File: config.mk
export PLATFORM = sky130hd
export DESIGN_NAME = if_id_imm_decode
export DESIGN_NICKNAME = d
export VERILOG_FILES = /design/src/rtl/riscv_decode_pkg.sv /design/src/rtl/imm12_field_decode.sv /design/src/rtl/if_id_imm_decode.sv
export SDC_FILE = /design/constraint.sdc
export NUM_CORES = 1
export LEC_CHECK = 0
export BUFFER_PORTS_ARGS = -buffer_cell sky130_fd_sc_hd__buf_2
export CORE_MARGIN = 2
export CORE_UTILIZATION = 25
export DETAILED_ROUTE_END_ITERATION = 10
export PLACE_DENSITY = 0.53
export SYNTH_ARGS = -nofsm -noshare
export SYNTH_HDL_FRONTEND = slang
export SYNTH_SLANG_ARGS = --single-unit
File: constraint.sdc
create_clock -name clk -period 4.8 [get_ports clk]
set_input_delay 0.72 -clock clk [delete_from_list [all_inputs] [get_ports clk]]
set_output_delay 0.72 -clock clk [all_outputs]
set_load 0.005 [all_outputs]
File: src/rtl/riscv_decode_pkg.sv
// Shared RISC-V decode definitions: opcodes, instruction format encoding and decoded-beat struct.
package riscv_decode_pkg;

    localparam int unsigned XLEN = 32;

    localparam logic [6:0] OP_IMM = 7'b0010011;
    localparam logic [6:0] LOAD   = 7'b0000011;
    localparam logic [6:0] STORE  = 7'b0100011;
    localparam logic [6:0] BRANCH = 7'b1100011;
    localparam logic [6:0] LUI    = 7'b0110111;
    localparam logic [6:0] AUIPC  = 7'b0010111;
    localparam logic [6:0] JAL    = 7'b1101111;
    localparam logic [6:0] JALR   = 7'b1100111;
    localparam logic [6:0] OP     = 7'b0110011;
    localparam logic [6:0] SYSTEM = 7'b1110011;

    typedef enum logic [2:0] {
        FmtR   = 3'd0,
        FmtI   = 3'd1,
        FmtS   = 3'd2,
        FmtB   = 3'd3,
        FmtU   = 3'd4,
        FmtJ   = 3'd5,
        FmtUnk = 3'd7
    } fmt_e;

    typedef struct packed {
        logic [XLEN-1:0] pc;
        logic [6:0]      opcode;
        logic [4:0]      rd;
        logic [4:0]      rs1;
        logic [4:0]      rs2;
        logic [2:0]      funct3;
        logic [6:0]      funct7;
        logic [11:0]     imm12;
        fmt_e            format;
        logic            illegal;
    } beat_t;

endpackage

File: src/rtl/imm12_field_decode.sv
// Combinational instruction format classifier and raw 12-bit immediate assembler.
// Honours ILLEGAL_OPCODE_DETECT_EN (flags unknown opcodes / non-32-bit encodings).
module imm12_field_decode
    import riscv_decode_pkg::*;
(
    input  logic [31:0] instr,
    output fmt_e        format,
    output logic [11:0] imm12,
    output logic        illegal
);

    fmt_e fmt_raw;
    logic unused_instr;

    // rs1/funct3 bits never contribute to the immediate
    assign unused_instr = ^instr[19:12];

    always_comb begin
        fmt_raw = FmtUnk;
        case (instr[6:0])
            OP:                          fmt_raw = FmtR;
            OP_IMM, LOAD, JALR, SYSTEM:  fmt_raw = FmtI;
            STORE:                       fmt_raw = FmtS;
            BRANCH:                      fmt_raw = FmtB;
            LUI, AUIPC:                  fmt_raw = FmtU;
            JAL:                         fmt_raw = FmtJ;
            default:                     fmt_raw = FmtUnk;
        endcase
    end

    always_comb begin
        format  = fmt_raw;
        illegal = 1'b0;
`ifdef ILLEGAL_OPCODE_DETECT_EN
        if (fmt_raw == FmtUnk || instr[1:0] != 2'b11) begin
            illegal = 1'b1;
            format  = FmtUnk;
        end
`endif
        case (format)
            FmtI:    imm12 = instr[31:20];
            FmtS:    imm12 = {instr[31:25], instr[11:7]};
            FmtB:    imm12 = {instr[31], instr[7], instr[30:25], instr[11:8]};
            default: imm12 = 12'h000;
        endcase
    end

endmodule

File: src/rtl/if_id_imm_decode.sv
// Fetch-to-decode stage: 2-entry skid buffer holding pre-decoded beats, registered outputs.
// Build option: ILLEGAL_OPCODE_DETECT_EN adds the Out_Illegal port.
module if_id_imm_decode
    import riscv_decode_pkg::*;
#(
    parameter int unsigned PC_W = 32
) (
    input  logic            clk,
    input  logic            reset,
    input  logic            In_Valid,
    output logic            In_Ready,
    input  logic [31:0]     In_Instr,
    input  logic [PC_W-1:0] In_PC,
    input  logic            Flush,
    output logic            Out_Valid,
    input  logic            Out_Ready,
    output logic [PC_W-1:0] Out_PC,
    output logic [6:0]      Out_Opcode,
    output logic [4:0]      Out_Rd,
    output logic [4:0]      Out_Rs1,
    output logic [4:0]      Out_Rs2,
    output logic [2:0]      Out_Funct3,
    output logic [6:0]      Out_Funct7,
    output logic [11:0]     Out_Imm12,
`ifdef ILLEGAL_OPCODE_DETECT_EN
    output logic [2:0]      Out_Format,
    output logic            Out_Illegal
`else
    output logic [2:0]      Out_Format
`endif
);

    typedef enum logic [1:0] {StEmpty, StOne, StFull} state_e;

    state_e state_q, state_d;
    beat_t  main_q, main_d, skid_q, skid_d;
    beat_t  dec;
    fmt_e   dec_format;
    logic [11:0] dec_imm12;
    logic   dec_illegal;
    logic   acc, pop;

    imm12_field_decode u_imm12_field_decode (
        .instr   (In_Instr),
        .format  (dec_format),
        .imm12   (dec_imm12),
        .illegal (dec_illegal)
    );

    always_comb begin
        dec         = '0;
        dec.pc      = XLEN'(In_PC);
        dec.opcode  = In_Instr[6:0];
        dec.rd      = In_Instr[11:7];
        dec.funct3  = In_Instr[14:12];
        dec.rs1     = In_Instr[19:15];
        dec.rs2     = In_Instr[24:20];
        dec.funct7  = In_Instr[31:25];
        dec.imm12   = dec_imm12;
        dec.format  = dec_format;
        dec.illegal = dec_illegal;
    end

    // Ready comes from state only, so no combinational path from Out_Ready to In_Ready
    assign In_Ready  = (state_q != StFull);
    assign Out_Valid = (state_q != StEmpty);
    assign acc       = In_Valid & In_Ready;
    assign pop       = Out_Valid & Out_Ready;

    always_comb begin
        state_d = state_q;
        main_d  = main_q;
        skid_d  = skid_q;
        if (Flush) begin
            state_d = StEmpty;
        end else begin
            case (state_q)
                StEmpty: begin
                    if (acc) begin
                        main_d  = dec;
                        state_d = StOne;
                    end
                end
                StOne: begin
                    if (acc && pop) begin
                        main_d = dec;
                    end else if (acc) begin
                        skid_d  = dec;
                        state_d = StFull;
                    end else if (pop) begin
                        state_d = StEmpty;
                    end
                end
                StFull: begin
                    if (pop) begin
                        main_d  = skid_q;
                        state_d = StOne;
                    end
                end
                default: state_d = StEmpty;
            endcase
        end
    end

    always_ff @(posedge clk or posedge reset) begin
        if (reset) begin
            state_q <= StEmpty;
            main_q  <= '0;
            skid_q  <= '0;
        end else begin
            state_q <= state_d;
            main_q  <= main_d;
            skid_q  <= skid_d;
        end
    end

    assign Out_PC     = PC_W'(main_q.pc);
    assign Out_Opcode = main_q.opcode;
    assign Out_Rd     = main_q.rd;
    assign Out_Rs1    = main_q.rs1;
    assign Out_Rs2    = main_q.rs2;
    assign Out_Funct3 = main_q.funct3;
    assign Out_Funct7 = main_q.funct7;
    assign Out_Imm12  = main_q.imm12;
    assign Out_Format = main_q.format;
`ifdef ILLEGAL_OPCODE_DETECT_EN
    assign Out_Illegal = main_q.illegal;
`else
    logic unused_illegal;
    assign unused_illegal = main_q.illegal;
`endif

endmodule

* Yosys cells after proc, flatten, opt, wreduce, memory -nomap -nowiden
Index checks and enable logic that the tools add are counted.
Word-level totals: register bits after elaboration 160, word-level logic and storage cells 68
Cells by class: bitwise logic cells 4, eq/ne operators 23, reductions and logical operators 9, muxes and demuxes 13
Operators by type and width (count):
- 80-bit two-way mux | 3
- 80-bit case mux with 3 select lines | 1
- 12-bit case mux with 3 select lines | 1
- 7-bit == test, second input constant | 4
- 7-bit by 6-bit == test with 1-bit output, second input constant | 3
- 3-bit case mux with 6 select lines | 1
- 7-bit by 5-bit == test with 1-bit output, second input constant | 2
- 2-bit two-way mux | 6
- 3-bit inequality test, second input constant | 3
- 2-bit inequality test, second input constant | 4
- 4-bit AND reduction | 2
- 7-bit by 2-bit == test with 1-bit output, second input constant | 1
- 3-bit by 2-bit == test with 1-bit output, second input constant | 2
- 2-bit case mux with 3 select lines | 1
- 5-bit AND reduction | 1
- 4-bit inequality test, second input constant | 1
- 4-bit OR reduction | 1
- 3-bit by 1-bit == test with 1-bit output, second input constant | 1
- 3-bit nonzero test | 1
- 1-bit AND | 2
- 2-bit by 1-bit == test with 1-bit output, second input constant | 1
- 2-bit == test, second input constant | 1
- 2-bit zero test | 1
- 1-bit NOT | 2
- 3 further kinds | 3

* Longest topological paths before layout
Gate-level depths: netlist of run 1.
word-level depth 7, depth in mapped cells 7

* Hierarchy
From an unflattened synthesis of run 1, not the netlist that was laid out.
Unflattened totals: cells, all modules 500, area total of the unflattened synthesis 7459.7 um^2
Modules (own cells, without submodules):
- if_id_imm_decode | times used 1, cells an instance 437, sequential area each 4003.8 um^2, area each 6991.7 um^2
- imm12_field_decode | times used 1, cells an instance 63, sequential area each 0.0 um^2, area each 467.9 um^2

* Worst setup path after synthesis of run 1
No wires, ideal clock.
path kind input to register, start input port In_Instr[6], end register main_q, in the netlist Out_Imm12[0], slack 2913 ps, stages 5, library setup time 95 ps, data arrival time 1791 ps, cells stage by stage buf_2 -> or3_4 -> a31oi_4 -> a211oi_1 -> o31ai_1
On the way: longest elaborated chain between the ends 7, elaborated cells between the ends (all ways) 20, those cells by class 13 x eq/ne; 5 x mux; 2 x reduce/logical
RTL lines:
- start: declaration | RTL line if_id_imm_decode.sv:12 | input logic [31:0] In_Instr,
- 7-bit by 5-bit == test with 1-bit output (tied with other cells) | RTL line imm12_field_decode.sv:20 | case (instr[6:0])
- 4-bit OR reduction or 2-bit OR reduction (tied branches) | RTL line imm12_field_decode.sv:20
- 3-bit case mux with 6 select lines (*) | RTL line imm12_field_decode.sv:20
- 3-bit by 2-bit == test with 1-bit output or 3-bit by 1-bit == test with 1-bit output (tied branches) | RTL line imm12_field_decode.sv:40 | case (format)
- 12-bit case mux with 3 select lines (*) | RTL line imm12_field_decode.sv:40
- 80-bit two-way mux (on tied branches) | RTL line if_id_imm_decode.sv:85, if_id_imm_decode.sv:79
- 80-bit case mux with 3 select lines (*) | RTL line if_id_imm_decode.sv:77 | case (state_q)
- end signal: assignment | RTL line if_id_imm_decode.sv:112 | main_q <= main_d;
- end: declaration | RTL line if_id_imm_decode.sv:36 | beat_t main_q, main_d, skid_q, skid_d;
Mark *: on every way between the ends. The rest lies on a longest branch, timed or not. The select of a mux whose other input is x is not followed. A chain may end at the register's enable or synchronous reset.

* Worst setup path after layout of run 1
start register state_q[0], end output port In_Ready
On the way: longest elaborated chain between the ends 1
RTL lines:
- start: declaration | RTL line if_id_imm_decode.sv:35 | state_e state_q, state_d;
- start signal: assignment | RTL line if_id_imm_decode.sv:107 | state_q <= StEmpty;
- start signal: assignment | RTL line if_id_imm_decode.sv:111 | state_q <= state_d;
- 2-bit inequality test | RTL line if_id_imm_decode.sv:65 | assign In_Ready = (state_q != StFull);
- end: declaration | RTL line if_id_imm_decode.sv:11 | output logic In_Ready,
Every way passes these cells.

==> results of run 1 <==
[metrics by stage]
| stage | instance area (um2) | worst slack, ns | power, W |
|---|---|---|---|
| 2_1_floorplan | 7230 | 2.05 | 0.00208 |
| 3_3_place_gp | 8270 | 1.78 | 0.00234 |
| 3_5_place_dp | 8270 | 1.77 | 0.00236 |
| 4_1_cts | 8820 | 1.29 | 0.00369 |
| 5_1_grt | 8820 | 1.18 | 0.00384 |
| 6_report | 8820 | 1.34 | 0.00362 |
[cells in the final DEF (no fill, tap or decap), drive strengths merged, types with 2 or more instances in the layout]
cell type | synthesis | layout
nand2 | 205 | 205
a211oi | 8 | 8
clkinvlp | 0 | 3
nor3 | 6 | 6
o31ai | 6 | 6
nor2 | 21 | 21
or3 | 9 | 9
mux2 | 2 | 2
clkinv | 0 | 9
or2 | 2 | 2
a21oi | 16 | 16
buf | 24 | 155
mux2i | 69 | 69
nand4b | 2 | 2
a2bb2oi | 3 | 3
clkbuf | 34 | 19
dfrtp | 160 | 160
nand4 | 2 | 2
nand3 | 2 | 2
a32oi | 5 | 5
o211ai | 6 | 6
inv | 5 | 5
o21ai | 154 | 154
[worst min path at each step]
stage	from	endpoint	slack (ns)	depth (start not counted)
2_1_floorplan	skid_q[23]	skid_q[23]	0.44	2
3_3_place_gp	skid_q[78]	skid_q[78]	0.46	2
3_5_place_dp	skid_q[58]	skid_q[58]	0.46	2
4_1_cts	skid_q[27]	skid_q[27]	0.48	2
5_1_grt	In_PC[24]	skid_q[72]	0.49	3
6_report	skid_q[63]	skid_q[63]	0.47	2
[layer usage]
layer / vias up / share of wire, % / routed length [um]
li1: 2825 / - / -
met1: 2860 / 48 / 10100
met2: 119 / 46 / 9740
met3: 15 / 4.4 / 922
met4: 4 / 1.2 / 247
met5: - / 0.14 / 30
[layout make-up]
cell class,count,area (um2),share of cell area (%)
Clock inverter,13,114,1.29
Multi-Input combinational cell,533,2960,33.6
Timing Repair Buffer,155,803,9.11
Antenna cell,1,2.50,0.0284
Tap cell,384,480,5.45
Inverter,5,23.8,0.269
Clock buffer,19,433,4.91
Sequential cell,160,4000,45.4
[logic make-up after synthesis]
family | after synthesis | share of synthesized area [%]
DFF | 160 | 55.4
muxes | 71 | 9.86
and+or+nand+nor | 259 | 14.9
AOI/OAI and AO/OA | 203 | 15.7
buffers and inverters | 63 | 4.17
[power groups by stage]
stage	registers, W	logic, W	clock network [W]
4_1_cts	0.00175	0.000584	0.00136
3_3_place_gp	0.00177	0.000572	0
6_report	0.00175	0.000568	0.00131
2_1_floorplan	0.00176	0.000323	0
5_1_grt	0.00178	0.000656	0.00141
3_5_place_dp	0.00177	0.000582	0
[registers in the layout, summed over array words and instances, names as in the netlist, 5 cells and up]
name / count
Out_PC: 32
Out_Rs1: 5
Out_Opcode: 7
Out_Funct7: 7
skid_q: 79
Out_Imm12: 12
Out_Rs2: 5
Out_Rd: 5
[worst reg2reg max path: cells and delay by family (launching register included)]
family          cells  cell delay [ns]
compound gates      1             0.10
buf+inv             3             1.88
flops               1             0.51
mux                 1             0.22
simple gates        1             0.14
==> results.yml, run 1 <==
status:
  status: "completed"
timing:
  rsz0062_at_grt: "no"
  clock_skew_ns: 0.0111
  slew_headroom_pct: 22.3
  fin_tns_setup_ns: 0
  drv_slew: 0
  period_share_pct: 72.2
  finalHoldViolations: 0
  final-setup-viol-count: 0
  worstMarginPinSlew_ns: 1.15
  max_freq_mhz: 289
  fin_crit_ns: 3.46
  hold_slack_ns: 0.473
detailed_routing:
  ant_nets: 0
  vias_per_cell: 4.59
  wl_mm: 21.0
  drcViolationCount: 0
  first_pass_iters: 5
  drt_iter0_drc: 313
  post_drt_wl_per_cell_um: 16.6
  via_count: 5823
synthesis:
  ys_types: 45
  syn_area_um2: 7230
  yosysWarnings: 0
  syn-mean-instance-area_um2: 9.56
  yosysMostFrequentCell: "nand2_1"
  netlist.area_leader.share_pct: 55.4
  synth_edf_count: 0
  synth_flop_cell: "dfrtp_1"
  synthTopCellsByCount: "nand2_1, dfrtp_1, o21ai_0"
  synth_area_leader_cell: "dfrtp_1"
  ys_seq_area_share_pct: 55.4
  synth-seq-cells: 160
  netlist_instances: 756
  async_flop_share_pct: 100
  synth_fp_nets: 825
  synthTopCellsByArea: "dfrtp_1, nand2_1, o21ai_0, mux2i_1, clkbuf_1"
setup_path:
  startpoint_type: "flop"
  critPathTopFamily: "buffers and inverters"
  arrival_ns: 2.74
  cp_cell_sequence: "nor2b_4, buf_4, clkinv_2, buf_2"
  crit_fanout: 36
  critPathLaunch: "state_q[0]"
  cp_slowest_cell: "clkinv_2"
  r2r_setup_slack_ns: 1.82
  timing.rr.start: "state_q[0]"
  endpoint: "In_Ready"
  critical_path_cell_count: 4
  slowest_delay_ns: 0.83
  worst-endpoint-required_ns: 4.08
  r2r-end: "Out_Opcode[4]"
  end_kind: "output port"
  worstSetupPathType: "flop to output port"
  ff2ff_path_depth: 6
  critPathBufInv: 3
clocking:
  cts_tree: "built"
  hold_buffers: 0
  cts_resized: 0
  cts.clk_slew.worst_paths_ns: 0.07
  numCtsBuffers: 17
  post-cts-setup-buffers: 0
  cts_max_level: 4
  clk_latency_ns: 0.42
  cts_sinks: 160
  cts_buffer_depth: 2
  cts_root_buf: "clkbuf_16"
die:
  initial_utilization_pct: 25.3
  core_area_um2: 28600
  io_pins: 150
  fp.dieW_um: 174
  die-area_um2: 30300
  rows: 62
  die_h_um: 174
flow_run:
  cap_violations: 0
grt:
  gr-usage-met3_pct: 3.57
  grt_pass1_wl_mm: 33.2
  grt_usage_pct: 14.0
  grt_busiest_layer: "met2"
  grt_overflow: 0
  antenna_found_initial: 3
  use_met1_pct: 19.3
  use_met2_pct: 22.0
  grt_max_degree: 161
  grt_pass1_vias: 5662
placement:
  gp_congestion: 0.732
  dp_hpwl_mm: 12.7
  port_buffers: 149
  dp_cells: 1237
worst_hold_path:
  hold_class: "flop to flop"
pwr:
  powerDensity_nw_per_um2: 410
  sw_frac_of_total_pct: 29.0
  worst_ir_drop_vdd_uv: 157
  intPower_w: 0.00257
  p_sw_w: 0.00105
  power_frac_seq_pct: 48.2
  combPwrFrac_pct: 15.7
  clock_power_share_pct: 36.1
  p_leak_nw: 4.43
layout:
  final_util_pct: 30.8
  area_delta_synth_final_pct: 22.0
  n_fill_cell: 3038
  nNetsFinal: 941
  drive_gt1_share_pct: 22.5
  finalNonFillerCells: 1270
(Power assumes the default switching activity.)
==> run 2, diff against run 1 <==
clock period = 2.8 ns   (was 4.8 ns; I/O delays follow)
==> run 2 against run 1 <==
Net effect:
- cell count grew 1.0%
- routed wire length shrank 0.30%
- sequential share of layout area fell by 1.1 points
- total power up 77%
- global-route usage about the same
- critical path depth is the same
- clock skew decreased by 0.0030 ns
- core utilization is 0.75 points higher
- critical endpoint unchanged
- largest cell class unchanged
==> results.yml, run 2 (synthesis gave the netlist of run 1 again) <==
layout:
  largest_register: "skid_q"
  final_cell_mix: "nand2_1, dfrtp_1, o21ai_0"
  area_delta_synth_final_pct: 25.0
  multi_input_area_um2: 2960
  largest_reg_flops: 79
  seqCellArea_um2: 4000
  nNetsFinal: 954
  layout_commonest_cell: "nand2_1"
  drive_gt1_share_pct: 23.7
  n_fill_cell: 3026
clocking:
  cts_root_buf: "clkbuf_16"
  numCtsBuffers: 17
  clk_latency_ns: 0.43
  cts_tree: "built"
  cts.clk_slew.worst_paths_ns: 0.07
  cts_resized: 0
  cts_sinks: 160
  cts_max_level: 4
  cts_buffer_depth: 2
placement:
  dp_hpwl_mm: 13.7
  gp_congestion: 0.728
  port_buffers: 149
detailed_routing:
  wl_met3_mm: 1.35
  drcViolationCount: 0
  dr_wl_met2_mm: 9.83
  ant_nets: 0
  vias_per_cell: 4.54
  first_pass_iters: 4
  wl_mm: 21.0
  top_layer: "met5"
  met1_length_mm: 9.49
  drt_iter0_drc: 388
  post_drt_wl_per_cell_um: 16.3
  via_count: 5821
timing:
  fin_tns_setup_ns: 0
  fin_crit_ns: 2.37
  max_freq_mhz: 422
  finalHoldViolations: 0
  hold_slack_ns: 0.190
  final-setup-viol-count: 0
  clock_skew_ns: 0.00812
  period_share_pct: 84.7
  rsz0062_at_grt: "no"
  worstMarginPinSlew_ns: 0.601
  drv_slew: 0
  slew_headroom_pct: 59.8
setup_path:
  arrival_ns: 1.95
  ff2ff_path_depth: 5
  end_kind: "output port"
  slowest_delay_ns: 0.50
  crit_fanout: 18
  cp_slowest_cell: "dfrtp_1"
  worstSetupPathType: "flop to output port"
  startpoint_type: "flop"
  cp_cell_sequence: "nor2b_4, clkinv_2, buf_4, buf_2"
  worst-endpoint-required_ns: 2.38
grt:
  grt_usage_pct: 14.1
  antenna_found_initial: 2
  grt_max_degree: 66
  grt_overflow: 0
  grt_pass1_vias: 5614
  grt_pass1_wl_mm: 33.0
die:
  rows: 62
  die-area_um2: 30300
  io_pins: 150
  initial_utilization_pct: 25.3
  die_h_um: 174
  fp.dieW_um: 174
  core_area_um2: 28600
worst_hold_path:
  hold_depth: 3
  hold_class: "primary input to flop"
status:
  status: "completed"
pwr:
  worst_ir_drop_vdd_uv: 306
  p_leak_nw: 4.54
  powerDensity_nw_per_um2: 710
flow_run:
  cap_violations: 0
==> run 2: worst paths after layout <==
kind | start | end | slack [ns]
worst max-delay path | state_q[0] | In_Ready | 0.43
worst min-delay path | In_PC[7] | skid_q[55] | 0.19
worst max register to register | state_q[1] | Out_Imm12[8] | 0.80
worst min register to register | skid_q[74] | skid_q[74] | 0.47
max in group asynchronous | reset | Out_PC[19] | 1.65
min in group asynchronous | reset | Out_Imm12[3] | 0.54
==> run 2: what timing repair did <==
item,4_1_cts,5_1_grt
hold endpoints to repair,10,0
hold buffers,1,0
setup buffers,0,0
==> run 2: where the power goes <==
group,leakage [nW],internal (W),total [W],switching (W)
logic,2.24,0.000425,0.000992,0.000567
registers,2.01,0.00277,0.00299,0.000228
clock network,0.291,0.00137,0.00243,0.00106
==> run 2: worst max-delay path, delay by kind of cell (launching register included) <==
| kind | cells | cell delay, ns |
|---|---|---|
| buffers and inverters | 3 | 0.84 |
| DFF | 1 | 0.50 |
| and+or+nand+nor | 1 | 0.17 |
==> run 2: through the flow <==
step                      std cells  total power (W)  util [%]  cell area [um2]  worst slack [ns]
final                          1283          0.00642      31.6             9040             0.428
after global routing           1283          0.00680      31.6             9040             0.305
after CTS                      1282          0.00653      31.6             9030             0.393
after detailed placement       1249          0.00405      29.4             8410             0.700
after global placement         1249          0.00402      29.4             8410             0.743
after floorplan                 756          0.00357         -             7230             0.351
==> run 2: final cells by class <==
type / instances / area share, %
Clock buffer: 18 / 4.86
Multi-Input combinational cell: 533 / 32.8
Clock inverter: 14 / 1.90
Sequential cell: 160 / 44.3
Inverter: 5 / 0.263
Antenna cell: 1 / 0.0277
Tap cell: 384 / 5.32
Timing Repair Buffer: 168 / 10.6
==> run 2: per-layer routing <==
layer	vias up	global-route usage (%)
met1	2809	18.9
met5	-	0
met3	25	3.98
met2	134	21.9
met4	2	4.62
li1	2851	-
